[src/rtl/lookahead_4bit.sv]
// lookahead_4bit: 4-bit carry-lookahead adder with one register stage.
// Produces the sum, the carry-out and the group propagate/generate terms
// that a second-level lookahead unit uses to cascade several of these.
module lookahead_4bit (
  input  logic       clk,
  input  logic       rst_n,
  input  logic [3:0] A,
  input  logic [3:0] B,
  input  logic       c_in,
  output logic [3:0] S,
  output logic       c_out,
  output logic       PG,
  output logic       GG
);

  logic [3:0] g;
  logic [3:0] p;
  logic [4:0] c;
  logic [3:0] s_d;
  logic       pg_d;
  logic       gg_d;

  // Lookahead core: every carry is a flat sum-of-products, with no ripple chain.
  // p is the XOR propagate, so it is also reused to form the sum.
  always_comb begin
    g    = A & B;
    p    = A ^ B;
    c[0] = c_in;
    c[1] = g[0] | (p[0] & c_in);
    c[2] = g[1] | (p[1] & g[0]) | (p[1] & p[0] & c_in);
    c[3] = g[2] | (p[2] & g[1]) | (p[2] & p[1] & g[0])
         | (p[2] & p[1] & p[0] & c_in);
    c[4] = g[3] | (p[3] & g[2]) | (p[3] & p[2] & g[1])
         | (p[3] & p[2] & p[1] & g[0]) | (p[3] & p[2] & p[1] & p[0] & c_in);
    pg_d = &p;
    gg_d = g[3] | (p[3] & g[2]) | (p[3] & p[2] & g[1])
         | (p[3] & p[2] & p[1] & g[0]);
    s_d  = p ^ c[3:0];
  end

  // Output stage: all four results are captured together on every rising edge.
  // An asynchronous reset clears them and drops any in-flight result.
  always_ff @(posedge clk or negedge rst_n) begin
    if (!rst_n) begin
      S     <= '0;
      c_out <= 1'b0;
      PG    <= 1'b0;
      GG    <= 1'b0;
    end else begin
      S     <= s_d;
      c_out <= c[4];
      PG    <= pg_d;
      GG    <= gg_d;
    end
  end

endmodule

[config.mk]
export PLATFORM = sky130hd
export DESIGN_NAME = lookahead_4bit
export DESIGN_NICKNAME = d
export VERILOG_FILES = /design/src/rtl/lookahead_4bit.sv
export SDC_FILE = /design/constraint.sdc
export NUM_CORES = 1
export LEC_CHECK = 0
export BUFFER_PORTS_ARGS = -buffer_cell sky130_fd_sc_hd__buf_2
export CORE_AREA = 8 8 45 47
export CTS_CLUSTER_DIAMETER = 50
export DETAILED_ROUTE_END_ITERATION = 8
export DIE_AREA = 0 0 53 55
export GPL_ROUTABILITY_DRIVEN = 0
export SLEW_MARGIN = 20
export SYNTH_ARGS = -nofsm -noshare
export SYNTH_HDL_FRONTEND = slang
export SYNTH_SLANG_ARGS = --single-unit
[constraint.sdc]
create_clock -name clk -period 1.1 [get_ports clk]
set_input_delay 0.165 -clock clk [delete_from_list [all_inputs] [get_ports clk]]
set_output_delay 0.165 -clock clk [all_outputs]
set_load 0.05 [all_outputs]
==> flow_summary_export.csv <==
group,metric,value,unit
clock_network,clock_sinks,7,
critical_path,cp.buffers_inverters,1,
cells_and_area,drive_gt1_frac,0.463,
run,maxCapViolCount,0,
sta,finalSetupTns,0,ns
sta,hold_viol,0,
clock_network,cts_tree,"done",
synth,synth-seq-cells,7,
detailed_routing,antenna_left,0,
sta,grt_setup_unrepaired,"no",
detailed_routing,wirelength,716,um
pwr,power_switching_share,0.368,
outcome,outcome,"finished, final reports clean",
synth,syn_inst,30,
cells_and_area,area_growth,44.3,%
pwr,p_leak,0.300,nW
critical_path,path_cells,"buf_2",
synth,syn_nets,47,
synth,yosysWarnings,0,
global_routing,antenna_found_initial,0,
floorplan,num_io_pins,18,
synth,synth_async_sr_flop_share,1.00,
synth,ys.flop_type,"dfrtp_1",
pwr,power_density,1570,nW/um2
critical_path,critPathCaptureType,"primary output",
critical_path,path_class,"register to primary output",
floorplan,die_area,2920,um2
clock_network,clk_pin_slew,0.05,ns
critical_path,critical_path.top_delay_family,"flip-flops",
detailed_routing,vias_per_cell,4.17,
pwr,p_seq_frac,0.361,
critical_path,cpMaxStageDelayCell,"dfrtp_1",
floorplan,row_count,14,
pwr,p_clk_frac,0.263,
clock_network,cts.path.max_buffers,2,
detailed_routing,num_vias,292,
detailed_routing,drtIter0Drc,2,
clock_network,ctsHtreeMaxLevel,1,
pwr,p_int,529,uW
synth,ys_types,12,
global_routing,grt_max_degree,8,
global_routing,gr-total-overflow,0,
sta,setup_violations,0,
synth,yosys-top-cells-area,"dfrtp_1, ha_1, a21o_1",
detailed_routing,drc,0,
global_routing,grt_pass1_wl,1.21,mm
sta,finalMaxSlewViolations,0,
synth,synthesis.area,370,um2
critical_path,critPathMaxStageDelay,0.31,ns
global_routing,grt_pass1_vias,311,
detailed_routing,firstDrtPassIters,2,
critical_path,worst-path-max-fanout,1,
cells_and_area,diodes,0,
sta,worstMarginPinSlew,0.254,ns
sta,post-route-period-util,0.886,
sta,clock.fmax,1.03,GHz
place,hpwl,624,um
synth,yosysSeqAreaShare,0.473,
cells_and_area,nNetsFinal,72,
place,dp.cells,65,
detailed_routing,wl_per_cell,10.2,um
min_path,hold_class,"input port to register",
place,io_buffers,17,
cells_and_area,fin_cells,70,
synth,syn_avg_cell_area,12.3,um2
critical_path,required,0.94,ns
synth,synth_common_cells,"dfrtp_1, ha_1, inv_1, a21o_1",
pwr,p_switching,309,uW
clock_network,cts_setup_buffers,0,
cells_and_area,fin_util,0.386,
synth,synthMostInstantiatedCell,"dfrtp_1",
global_routing,track_usage,0.0578,
floorplan,core,1380,um2
place,post_dp_cell_area,498,um2
sta,period_minus_slack,0.974,ns
clock_network,numCtsBuffers,3,
clock_network,cts-root-buf,"clkbuf_4",
sta,slew_headroom,0.832,
critical_path,worstPathArrival,0.81,ns
floorplan,initial_utilization,0.268,
pwr,vdd_ir_drop_max,364,uV
floorplan,die_y,55,um
critical_path,crit_path_start_kind,"register",
synth,yosysTopAreaCellShare,0.473,
pwr,comb_power_share,0.377,
cells_and_area,final_area,534,um2
synth,synth_edf_count,0,
floorplan,die_w,53,um
synth,yosysTopAreaCell,"dfrtp_1",
[metrics by stage]
step	hold slack [ns]	setup slack (ns)	power (mW)
finish	0.270	0.126	0.838
global route	0.268	0.0766	0.898
CTS	0.267	0.105	0.856
detailed placement	-0.000187	-0.117	0.623
global placement	-0.00113	-0.110	0.622
floorplan	-0.131	0.0299	0.533
[logic make-up after synthesis]
group           count (synthesis)  share of synthesized area
compound gates                  8                      0.155
xor+xnor                        3                     0.0710
simple gates                    1                     0.0270
buf+inv                         5                     0.0507
fa+ha+maj                       6                      0.223
flops                           7                      0.473
[layer usage]
layer	part of all wire	track usage
met5	0	0
met4	0	0.0776
met3	0.089	0.0134
met2	0.50	0.0898
met1	0.41	0.0559
[what timing repair did]
item / 4_1_cts / 5_1_grt
hold buffers: 1 / 0
setup endpoints to repair: 0 / 0
gates resized for setup: 0 / 0
endpoints found under the hold margin: 7 / 0
[layout by cell type, fill, tap and decap left out, drive strengths merged]
cell and count:
buf 19, dfrtp 7, inv 5, ha 5, clkbuf 4, a21o 3, a21oi 2, xnor2 2
o21bai 1, a41oi 1, o21ai 1, and4 1, xor2 1, fa 1, dlygate4sd3 1
[area by class of cell]
class                      instances  area [um2]
fill                             144         850
inverter                           5        18.8
sequential                         7         175
timing repair buffer              20         110
clock buffer                       4        26.3
multi-input combinational         18         184
tap                               16        20.0
[sequential cells by signal, summed over array words and instances (netlist names)]
signal,flops
c_out,1
GG,1
PG,1
S,4
[worst paths after layout]
check | from | depth (start not counted) | end
min in group asynchronous | rst_n | 2 | S[2]
max | S[0] | 1 | S[0]
min | B[3] | 3 | GG
max in group asynchronous | rst_n | 2 | S[3]
[power groups by stage]
stage	clock network (mW)	logic, mW	registers, mW
CTS	0.232	0.321	0.303
global route	0.251	0.341	0.306
detailed placement	0	0.316	0.307
global placement	0	0.315	0.307
finish	0.220	0.316	0.302
floorplan	0	0.0834	0.450
Power figures use the tool's default switching activity.
